<file path="src/rtl/output_port_allocator.sv">
// Per-output-port packet allocator: round-robin arbitration over five inputs, wormhole lock
// from header to tail, and credit-based flow control toward the downstream buffer.
module output_port_allocator #(
   parameter int unsigned CREDIT_MAX = 4,
   parameter int unsigned CW         = 3
) (
   input  logic          clk,
   input  logic          rst,
   input  logic          Req_N,
   input  logic          Req_E,
   input  logic          Req_W,
   input  logic          Req_S,
   input  logic          Req_L,
   input  logic          Tail_N,
   input  logic          Tail_E,
   input  logic          Tail_W,
   input  logic          Tail_S,
   input  logic          Tail_L,
   input  logic          Credit_in,
   output logic          Grant_N,
   output logic          Grant_E,
   output logic          Grant_W,
   output logic          Grant_S,
   output logic          Grant_L,
   output logic [4:0]    Xbar_sel,
   output logic          Valid_out,
   output logic [CW-1:0] Credit_cnt,
   output logic          Credit_err
);

   localparam logic       ST_IDLE   = 1'b0;
   localparam logic       ST_LOCKED = 1'b1;
   localparam logic [4:0] PORT_L    = 5'b10000;
   localparam logic [CW-1:0] CMAX   = CW'(CREDIT_MAX);
   localparam logic [CW-1:0] CONE   = CW'(1);

   logic          fsm_q, fsm_d;
   logic [4:0]    owner_q, owner_d;
   logic [4:0]    rr_q, rr_d;
   logic [CW-1:0] credit_q, credit_d;
   logic          err_q, err_d;

   // Bit order throughout: {L, S, W, E, N}; rotating left follows N->E->W->S->L->N.
   logic [4:0] req, tail, pick, cand, grant;
   logic       found, grant_any, tail_hit;

   assign req  = {Req_L, Req_S, Req_W, Req_E, Req_N};
   assign tail = {Tail_L, Tail_S, Tail_W, Tail_E, Tail_N};

   always_comb begin
      pick  = 5'b00000;
      found = 1'b0;
      cand  = rr_q;
      for (int k = 0; k < 5; k++) begin
         if (!found && |(cand & req)) begin
            pick  = cand;
            found = 1'b1;
         end
         cand = {cand[3:0], cand[4]};
      end
   end

   assign grant     = owner_q & req & {5{(fsm_q == ST_LOCKED) && (credit_q != '0)}};
   assign grant_any = |grant;
   assign tail_hit  = grant_any && |(owner_q & tail);

   always_comb begin
      fsm_d   = fsm_q;
      owner_d = owner_q;
      rr_d    = rr_q;
      if (fsm_q == ST_IDLE) begin
         if (found) begin
            owner_d = pick;
            fsm_d   = ST_LOCKED;
         end
      end else if (tail_hit) begin
         fsm_d   = ST_IDLE;
         owner_d = 5'b00000;
         rr_d    = {owner_q[3:0], owner_q[4]};
      end
   end

   always_comb begin
      credit_d = credit_q;
      err_d    = err_q;
      unique case ({Credit_in, grant_any})
         2'b10: begin
            // A credit with nothing in flight to account for it means downstream over-returned.
            if (credit_q == CMAX) err_d = 1'b1;
            else                  credit_d = credit_q + CONE;
         end
         2'b01:   credit_d = credit_q - CONE;
         default: credit_d = credit_q;
      endcase
   end

   always_ff @(posedge clk) begin
      if (rst) begin
         fsm_q    <= ST_IDLE;
         owner_q  <= 5'b00000;
         rr_q     <= PORT_L;
         credit_q <= CMAX;
         err_q    <= 1'b0;
      end else begin
         fsm_q    <= fsm_d;
         owner_q  <= owner_d;
         rr_q     <= rr_d;
         credit_q <= credit_d;
         err_q    <= err_d;
      end
   end

   assign {Grant_L, Grant_S, Grant_W, Grant_E, Grant_N} = grant;
   assign Xbar_sel   = owner_q;
   assign Valid_out  = grant_any;
   assign Credit_cnt = credit_q;
   assign Credit_err = err_q;

endmodule

</file>
<file path="config.mk">
export PLATFORM = sky130hd
export DESIGN_NAME = output_port_allocator
export DESIGN_NICKNAME = d
export VERILOG_FILES = /design/src/rtl/output_port_allocator.sv
export SDC_FILE = /design/constraint.sdc
export NUM_CORES = 1
export LEC_CHECK = 0
export BUFFER_PORTS_ARGS = -buffer_cell sky130_fd_sc_hd__buf_2
export CAP_MARGIN = 20
export CORE_UTILIZATION = 45
export CTS_BUF_LIST = sky130_fd_sc_hd__clkbuf_8
export CTS_CLUSTER_SIZE = 10
export DETAILED_ROUTE_END_ITERATION = 10
export PLACE_DENSITY = 0.78
export SYNTH_ARGS = -nofsm -noshare
export SYNTH_HDL_FRONTEND = slang
export SYNTH_SLANG_ARGS = --single-unit
</file>
<file path="constraint.sdc">
create_clock -name clk -period 3.8 [get_ports clk]
set_clock_uncertainty 0.15 [all_clocks]
set_input_delay 0.95 -clock clk [delete_from_list [all_inputs] [get_ports clk]]
set_output_delay 0.95 -clock clk [all_outputs]
set_load 0.05 [all_outputs]
</file>
Word-level counts from Yosys, hierarchy flattened
Cells that the tools add are included.
{ "totals": {"ff_bits": 15, "input_bits": 13, "output_inout_bits": 15} }
{ "op_classes": {"add_sub_neg": 2, "eq_ne": 5, "mux": 18, "bitwise": 8, "reduce_logical": 24} }
{ "ops": {"columns": ["cell", "count"], "rows": [
  ["5-bit bitwise AND", 8],
  ["5-bit two-way mux", 8],
  ["5-bit OR reduction", 7],
  ["1-bit two-way mux", 8],
  ["2-bit AND reduction", 4],
  ["1-bit logical AND", 6],
  ["3-bit one-hot mux with 2 select lines", 1],
  ["1-bit logical NOT", 4],
  ["2-bit nonzero test", 2],
  ["3-bit by 1-bit adder with 3-bit output (second input constant)", 1],
  ["3-bit == test (second input constant)", 1],
  ["3-bit two-way mux", 1],
  ["3-bit nonzero test", 1],
  ["3-bit by 1-bit subtractor with 3-bit output (second input constant)", 1],
  ["2-bit by 1-bit == test with 1-bit output (second input constant)", 1],
  ["2-bit == test (second input constant)", 1],
  ["2-bit by 1-bit inequality test with 1-bit output (second input constant)", 1],
  ["2-bit inequality test (second input constant)", 1]
]} }

Logic depth before layout (Yosys ltp)
Gate-level depths: netlist (run 1).
{ "logic_depth": {"word_depth": 17, "ltp_mapped": 8} }

Worst setup path before layout (run 1)
No wires, ideal clock.
{ "synth_path": {"path_type": "in2out", "startpoint": "in Req_S", "endpoint": "out Grant_S", "arrival_ns": 1.903, "setup_slack_ns": 0.797, "stages": 3, "path_cell_list": "clkbuf_1 -> nand2_1 -> nor2_1"} }
{ "synth_via": {"elab_chain_cells": 2} }
{ "synth_rtl": {"columns": ["element", "line_no", "source"], "rows": [
  ["start, declared", "12", "input logic Req_S,"],
  ["5-bit bitwise AND (2 in series)", "63", "assign grant = owner_q & req & {5{(fsm_q == ST_LOCKED) && (credit_q != '0)}};"],
  ["end, declared", "23", "output logic Grant_S,"]
]} }
No other way between the ends.

Worst setup path in the final report (run 1)
{ "layout_path": {"startpoint": "in Req_S", "endpoint": "out Valid_out"} }
{ "layout_via": {"elab_chain_cells": 3} }
{ "layout_rtl": {"columns": ["element", "line_no", "source"], "rows": [
  ["5-bit bitwise AND (2 in series)", "63", null],
  ["5-bit OR reduction", "64", "assign grant_any = |grant;"],
  ["end, declared", "26", "output logic Valid_out,"]
]} }
No other way between the ends.

==> results of run 1 <==
[sequential cells by signal, summed over array words and instances (netlist names)]
name,count
Credit_cnt,3
Credit_err,1
Xbar_sel,5
cand,5
fsm_q,1
[power by group]
group / switching (mW) / internal (mW)
logic: 0.105 / 0.0486
registers: 0.0166 / 0.170
clock network: 0.0586 / 0.0728
[through the flow]
| step | hold WS, ps | utilization [%] | cell area (µm²) | instances |
|---|---|---|---|---|
| after floorplan | 441 | - | 1070 | 140 |
| after CTS | 334 | 56.2 | 1240 | 189 |
| after global routing | 371 | 56.2 | 1240 | 189 |
| after detailed placement | 308 | 54.1 | 1200 | 185 |
| after global placement | 311 | 54.1 | 1200 | 185 |
| final | 335 | 56.2 | 1240 | 189 |
[cells in the final DEF, fill, tap and decap left out, types with 2 or more instances in the layout]
| cell type | synthesis | final |
|---|---|---|
| dfxtp_1 | 15 | 15 |
| a21o_1 | 5 | 5 |
| mux2i_1 | 5 | 5 |
| a22o_1 | 5 | 5 |
| clkbuf_8 | 0 | 3 |
| xnor2_1 | 2 | 2 |
| a222oi_1 | 7 | 7 |
| o21ai_0 | 2 | 2 |
| inv_1 | 4 | 4 |
| nand3_1 | 6 | 6 |
| nand2_1 | 22 | 22 |
| buf_2 | 2 | 27 |
| nor2_1 | 15 | 15 |
| o31ai_1 | 3 | 3 |
| a22oi_1 | 7 | 7 |
| a21oi_1 | 5 | 5 |
| nor3_1 | 6 | 6 |
[Yosys cell counts, types with 2 or more instances]
master	instances	area share, %
buf_2	2	0.94
nor3_1	6	2.8
xnor2_1	2	1.6
a22oi_1	7	4.9
a21o_1	5	3.5
nand2_1	22	7.7
o21ai_0	2	0.94
a222oi_1	7	6.6
a21oi_1	5	2.3
dfxtp_1	15	28
nor2_1	15	5.3
clkbuf_1	8	2.8
o31ai_1	3	2.1
inv_1	4	1.4
nand3_1	6	2.8
mux2i_1	5	4.7
a22o_1	5	4.1
[final cells by class]
cell class              count  area share (%)
clock buffers               3            3.32
inverters                   4            1.21
well taps                  28            2.82
multi-input cells         111            57.2
repair buffers             27            10.9
clock inverters             1           0.403
flip-flops and latches     15            24.2
[metal layers]
metal,wire length (µm),track usage [%],up-vias,share of wire [%]
met5,0,0,-,0
li1,-,-,574,-
met2,1430,42.4,72,47
met4,60,16.2,0,2.0
met1,1300,31.5,561,43
met3,239,3.94,7,7.9
[critical path, cell delays in order]
cell and delay (ps):
buf_2 150, a22oi_1 210, a41o_1 300, inv_1 50, buf_2 210
[how the worst max path moves through the flow]
stage | end | slack [ps]
after CTS | Valid_out | 820
after global routing | Valid_out | 760
after detailed placement | Xbar_sel[2] | 720
after global placement | Xbar_sel[2] | 790
after floorplan | Grant_S | 800
final | Valid_out | 820
[kinds of logic after synthesis]
kind of cell	Yosys count	synth area share [%]
AND/OR/NAND/NOR	60	26.1
buffers and inverters	14	5.16
AO/OA/AOI/OAI	43	32.4
XOR/XNOR	2	1.64
flip-flops	15	28.2
multiplexers	5	4.70
adder cells (fa/ha/maj)	1	1.88
==> impl_metrics.toml, run 1 <==
[outcome]
outcome = "completed"

[route]
firstDrtPassIters = 7
wl_mm = 3.03
drt_iter0_drc = 86
ant_nets = 0
post_drt_via_cell_ratio = 6.42
wl_per_cell_um = 16.0
drcViolationCount = 0
vias = 1214

[worst_setup_path]
path_class = "input port to output pin"
critPathLaunch = "Req_S"
cp_data_required_time_ps = 2700
regToRegSetupSlack_ps = 1300
worstSetupStartpointType = "input port"
reg2reg_depth = 6
crit_fanout = 8
crit-reg2reg-capture = "Xbar_sel[4]"
r2r_start = "cand[2]"
cp-end-kind = "output pin"
cp.arrival_ps = 1880

[die]
rows = 17
ioPinCount = 28
core_area_um2 = 2210
die_h_um = 50.7
initial_utilization_pct = 48.2
die_area_um2 = 2570
die-width_um = 50.7

[sta]
setup_slack_ps = 818
slew_headroom_pct = 57.3
rsz0062_at_grt = "false"
hold_viol_final = 0
fin_crit_ps = 2980
setup_viol = 0
drv_slew = 0
finalCritPeriodShare_pct = 78.5
worst_slew_pin_slew_ps = 635
setup_tns_ps = 0
max_freq_mhz = 335

[cells_and_area]
n_fill_cell = 223
area.sequential_um2 = 300
antenna_cells = 0
nets = 176
layout-drive-gt1-share_pct = 21.7
multi_input_area_um2 = 711
area_growth_pct = 16.5

[synthesis]
yosysWarningCount = 0
ys_ff_latch = 15
syn_inst = 140
synth_edf_count = 0
synth_nets = 154
synth_async_sr_flop_share_pct = 0
synth_area_um2 = 1070
ys.flop_type = "dfxtp_1"
ys_seq_area_share_pct = 28.2
synth.distinct_cells = 38
syn_area_per_cell_um2 = 7.61

[worst_hold_path]
min_path_type = "register to register"
hp-start = "Credit_err"
min_to = "Credit_err"
holdPathStages = 2

[clock_network]
cts_hold_buf = 0
cts_max_path_buffers = 2
clkLatencyLatePin_ps = 250
cts_buffers = 3
post_cts_buffers = 0
root_buffer = "clkbuf_8"
clkSlewWorstSetupHoldPaths_ps = 60
post_cts_resized = 0
cts_tree = "done"
cts_num_sinks = 15
htree_levels = 1

[power_and_ir_drop]
p_per_area_nw_per_um2 = 379
power.leakage_nw = 0.540
finalPower_mw = 0.471
peakVddDrop_mv = 0.328

[placed_design]
dpl.hpwl_mm = 2.20
routabilityCongestion = 0.934
dp_slack_ps = 722
portBuffers = 27

[grt]
antenna_found_initial = 0
grt.overflow.total = 0
grt_first_pass_wirelength_mm = 5.00
grt_usage_pct = 25.9
grt_pass1_vias = 1093
grt_max_degree = 16

[job]
drv_cap = 0
No activity file was read; power rests on OpenSTA's default activity.
==> run 2, diff against run 1 <==
--- a/config.mk
+++ b/config.mk
@@ -11,7 +11,7 @@
 export CTS_BUF_LIST = sky130_fd_sc_hd__clkbuf_8
 export CTS_CLUSTER_SIZE = 10
 export DETAILED_ROUTE_END_ITERATION = 10
-export PLACE_DENSITY = 0.78
+export PLACE_DENSITY = 0.8
 export SYNTH_ARGS = -nofsm -noshare
 export SYNTH_HDL_FRONTEND = slang
 export SYNTH_SLANG_ARGS = --single-unit
==> constraint.sdc (replaced) <==
create_clock -name clk -period 2.44 [get_ports clk]
set_clock_uncertainty 0.15 [all_clocks]
set_input_delay 0.61 -clock clk [delete_from_list [all_inputs] [get_ports clk]]
set_output_delay 0.61 -clock clk [all_outputs]
set_load 0.05 [all_outputs]
==> run 2 against run 1 <==
Effect of this change: first-iteration DRC count increased by 31%; cell count increased by 9.0%; total power increased by 59%; worst setup slack got worse by 730 ps; die area unchanged; global-route usage increased by 2.3 points; critical path depth increased by 2; sequential power increased by 62%; wire length increased by 13%; core utilization increased by 7.3 points; critical endpoint is now Xbar_sel[3]; highest routed layer unchanged.
==> impl_metrics.toml, run 2 (synthesis gave the netlist of run 1 again) <==
[cells_and_area]
stdcell_count = 206
area_growth_pct = 31.7
nets = 193
fin_area_um2 = 1400
final_common_cell = "buf_2"
layout-drive-gt1-share_pct = 32.0
antenna_cells = 0
final_util_pct = 63.5
n_fill_cell = 188
layout_common_cells = "buf_2 (27), nand2_1 (22), buf_4 (17), nor2_1 (15), dfxtp_1 (11)"

[route]
drt_iter0_drc = 113
ant_nets = 0
wl_mm = 3.41
drcViolationCount = 0
vias = 1284
firstDrtPassIters = 4
wl_per_cell_um = 16.6
post_drt_via_cell_ratio = 6.23

[placed_design]
portBuffers = 27
place_area_um2 = 1330
dpl.hpwl_mm = 2.54
placedCellCount = 202
routabilityCongestion = 0.953

[clock_network]
cts_hold_buf = 0
clkSlewWorstSetupHoldPaths_ps = 60
clkLatencyLatePin_ps = 250
cts_tree = "done"
cts_max_path_buffers = 2
cts_num_sinks = 15
cts_buffers = 3
htree_levels = 1
root_buffer = "clkbuf_8"

[job]
drv_cap = 0

[worst_setup_path]
crit_fanout = 7
cp_data_required_time_ps = 2430
cp-end-kind = "register"
path_class = "input port to register"
cpPeakStageDelay_ps = 600
r2r_start = "cand[2]"
cp_cell_sequence = "buf_2 -> a222oi_1 -> nand3_1 -> or4_4 -> a21oi_1 -> nor3_1 -> a22o_1"
regToRegSetupSlack_ps = 170
reg2reg_depth = 6
cp.arrival_ps = 2340
worstSetupStartpointType = "input port"
crit-reg2reg-capture = "Xbar_sel[3]"
critPathTopFamily = "simple AND/OR/NAND/NOR gates"
cpMaxStageDelayCell = "or4_4"
cp.buffers_inverters = 1

[sta]
worst_slew_pin_slew_ps = 411
drv_slew = 0
holdWs_ps = 334
setup_viol = 0
finalCritPeriodShare_pct = 96.5
hold_viol_final = 0
slew_headroom_pct = 72.5
fin_crit_ps = 2360
max_freq_mhz = 425
rsz0062_at_grt = "false"

[grt]
grt.met3_usage_pct = 4.24
grtUsageMet2_pct = 45.6
met1_usage_pct = 33.6
antenna_found_initial = 0
grt.overflow.total = 0
grt_pass1_vias = 1196
grt_max_degree = 16
grt_usage_pct = 28.2
grt.busiest_layer = "met2"
grt_first_pass_wirelength_mm = 5.40

[die]
initial_utilization_pct = 48.2
core_area_um2 = 2210
die_area_um2 = 2570
ioPinCount = 28
die-width_um = 50.7
die_h_um = 50.7
rows = 17

[power_and_ir_drop]
p_per_area_nw_per_um2 = 533
peakVddDrop_mv = 0.509
power.leakage_nw = 0.626

[worst_hold_path]
holdPathStages = 2
min_to = "Credit_err"
min_path_type = "register to register"
hp-start = "Credit_err"

[outcome]
outcome = "completed"
run 2: cell type report:
| cell class | count | area, µm² | area share (%) |
|---|---|---|---|
| inverter | 4 | 15.0 | 1.07 |
| timing repair buffer | 44 | 263 | 18.7 |
| clock buffer | 3 | 41.3 | 2.94 |
| multi-input combinational | 111 | 741 | 52.8 |
| tap | 28 | 35.0 | 2.50 |
| clock inverter | 1 | 3.75 | 0.267 |
| sequential | 15 | 305 | 21.7 |
run 2: what timing repair did:
| item | CTS | global route |
|---|---|---|
| setup buffers | 0 | 0 |
| pin swaps | 0 | 1 |
| setup endpoints to repair | 1 | 5 |
| gates resized for setup | 1 | 3 |
run 2: worst max-delay path by stage:
stage | from | to | cells past startpoint
floorplan | Req_S | Xbar_sel[1] | 7
global placement | Req_N | Xbar_sel[1] | 7
detailed placement | Req_N | Xbar_sel[3] | 7
CTS | Credit_cnt[0] | Valid_out | 5
global route | Req_N | Xbar_sel[4] | 8
finish | Req_N | Xbar_sel[3] | 7
run 2: per-layer routing:
metal | part of all wire (%) | vias up
met1 | 40 | 591
li1 | - | 607
met4 | 2.2 | 0
met3 | 7.4 | 7
met5 | 0 | -
met2 | 50 | 79
run 2: metrics by stage:
step           setup slack, ps  total power, mW  setup TNS (ps)
6_report                  84.7            0.749               0
5_1_grt                   1.69            0.787               0
4_1_cts                   79.9            0.743               0
3_5_place_dp              -163            0.542            -741
3_3_place_gp             -80.9            0.537            -339
2_1_floorplan            -16.5            0.471           -49.6
run 2: worst register-to-register path, stage by stage (launching register included):
cell and delay [ps]:
dfxtp_1 380, a222oi_1 450, nand3_1 180, or4_4 610
a21oi_1 140, nor3_1 60, a22o_1 210
run 2: where the power goes:
part           internal (mW)  switching (mW)  total, mW  leakage (nW)
registers              0.267          0.0340      0.301         0.123
logic                 0.0878           0.164      0.251         0.476
clock network          0.111          0.0845      0.196        0.0269
==> run 3, diff against run 2 <==
==> constraint.sdc (replaced) <==
create_clock -name clk -period 2.44 [get_ports clk]
set_clock_uncertainty 0.15 [all_clocks]
set_input_delay 0.61 -clock clk [delete_from_list [all_inputs] [get_ports clk]]
set_output_delay 0.61 -clock clk [all_outputs]
set_load 0.02 [all_outputs]
==> run 3 against run 2 <==
Effect of this change: total power decreased by 3.8%; sequential cell count unchanged; worst setup slack got worse by 20 ps; cell count increased by 3.9%; largest cell class unchanged.
==> impl_metrics.toml, run 3 (synthesis gave the netlist of run 1 again) <==
[sta]
max_freq_mhz = 421
holdWs_ps = 349
hold_viol_final = 0
setup_tns_ps = 0
drv_slew = 0
fin_crit_ps = 2380
slew_headroom_pct = 75.0
finalCritPeriodShare_pct = 97.3
setup_viol = 0
rsz0062_at_grt = "false"
worst_slew_pin_slew_ps = 375

[cells_and_area]
final_util_pct = 65.7
final_common_cell = "buf_2"
antenna_cells = 0
nets = 201
layout-drive-gt1-share_pct = 34.4
area_growth_pct = 36.4
fin_area_um2 = 1450
layout_common_cells = "buf_2 (27), buf_4 (25), nand2_1 (22), nor2_1 (15), dfxtp_1 (13)"

[power_and_ir_drop]
switchingPower_mw = 0.245
p_per_area_nw_per_um2 = 495
power_frac_comb_pct = 30.9
power.leakage_nw = 0.660
p_clk_share_pct = 28.7
peakVddDrop_mv = 0.523
finalPower_mw = 0.720
seq_power_share_pct = 40.4
netSwitchingFraction_pct = 34.0
intPower_mw = 0.476

[worst_setup_path]
cp_data_required_time_ps = 2440
worstSetupStartpointType = "input port"
crit_fanout = 5
path_class = "input port to register"
critPathLaunch = "Req_N"
cp-end-kind = "register"
cpMaxStageDelayCell = "or4_4"
r2r_start = "cand[4]"
cp.arrival_ps = 2370
cpPeakStageDelay_ps = 570
cp_cell_sequence = "buf_2 -> a222oi_1 -> nand2_1 -> or4_4 -> a21oi_1 -> nor3_1 -> a22o_1"

[outcome]
outcome = "completed"

[grt]
grt_usage_pct = 29.4
grt_pass1_vias = 1206
grt.overflow.total = 0
antenna_found_initial = 0
grt_first_pass_wirelength_mm = 5.50
grt_max_degree = 16

[die]
die-width_um = 50.7
die_area_um2 = 2570
initial_utilization_pct = 48.2
core_area_um2 = 2210
die_h_um = 50.7
rows = 17
ioPinCount = 28

[route]
ant_nets = 0
drt_iter0_drc = 76
post_drt_via_cell_ratio = 6.14
drcViolationCount = 0
wl_per_cell_um = 16.0
vias = 1315
firstDrtPassIters = 5
wl_mm = 3.43

[worst_hold_path]
min_path_type = "register to register"
hp-start = "Credit_err"

[clock_network]
clkSlewWorstSetupHoldPaths_ps = 60
htree_levels = 1
cts_buffers = 3
root_buffer = "clkbuf_8"
clkLatencyLatePin_ps = 250
cts_num_sinks = 15
cts_tree = "done"
cts_max_path_buffers = 2

[job]
drv_cap = 0

[placed_design]
dpl.hpwl_mm = 2.54
portBuffers = 27
place_area_um2 = 1380
routabilityCongestion = 0.930
[run 3: final timing paths]
path	endpoint	slack [ps]	depth (start not counted)
setup reg to reg	Xbar_sel[3]	120	6
hold / removal	Credit_err	350	2
setup / recovery	Xbar_sel[3]	60	7
hold reg to reg	Credit_err	350	2
[run 3: worst max-delay path, delay by kind of cell]
kind,cells,cell delay (ps)
AOI/OAI and AO/OA,3,780
buffers and inverters,1,120
and+or+nand+nor,3,850
[run 3: final cells by class]
cell class,count,area [µm²]
clock buffers,3,41.3
clock inverters,1,5.00
fillers,207,758
inverters,4,15.0
multi-input cells,111,732
flip-flops and latches,15,303
well taps,28,35.0
repair buffers,52,323
[run 3: routing by layer]
layer	vias up	part of all wire [%]	global-route usage, %	routed length (µm)
met3	10	7.6	4.24	259
li1	621	-	-	-
met5	-	0	0	0
met4	0	2.0	14.8	68
met2	81	49	50.7	1690
met1	603	41	35.2	1410
[run 3: repair_timing]
action | 4_1_cts | 5_1_grt
buffers inserted | 0 | 1
hold endpoints to repair | 0 | 0
endpoints found under the setup margin | 0 | 5
hold buffers | 0 | 0
resized for setup | 0 | 4
[run 3: power by group through the flow]
stage	logic, mW	registers, mW	clock network (mW)
2_1_floorplan	0.115	0.309	0
4_1_cts	0.218	0.291	0.214
5_1_grt	0.243	0.295	0.220
3_3_place_gp	0.206	0.294	0
6_report	0.223	0.291	0.207
3_5_place_dp	0.215	0.296	0
[run 3: metrics by stage]
| step | cells | setup slack, ps |
|---|---|---|
| after global placement | 209 | -72.2 |
| after CTS | 213 | 87.5 |
| final | 214 | 64.7 |
| after floorplan | 140 | -16.5 |
| after global routing | 214 | 22.0 |
| after detailed placement | 209 | -155 |
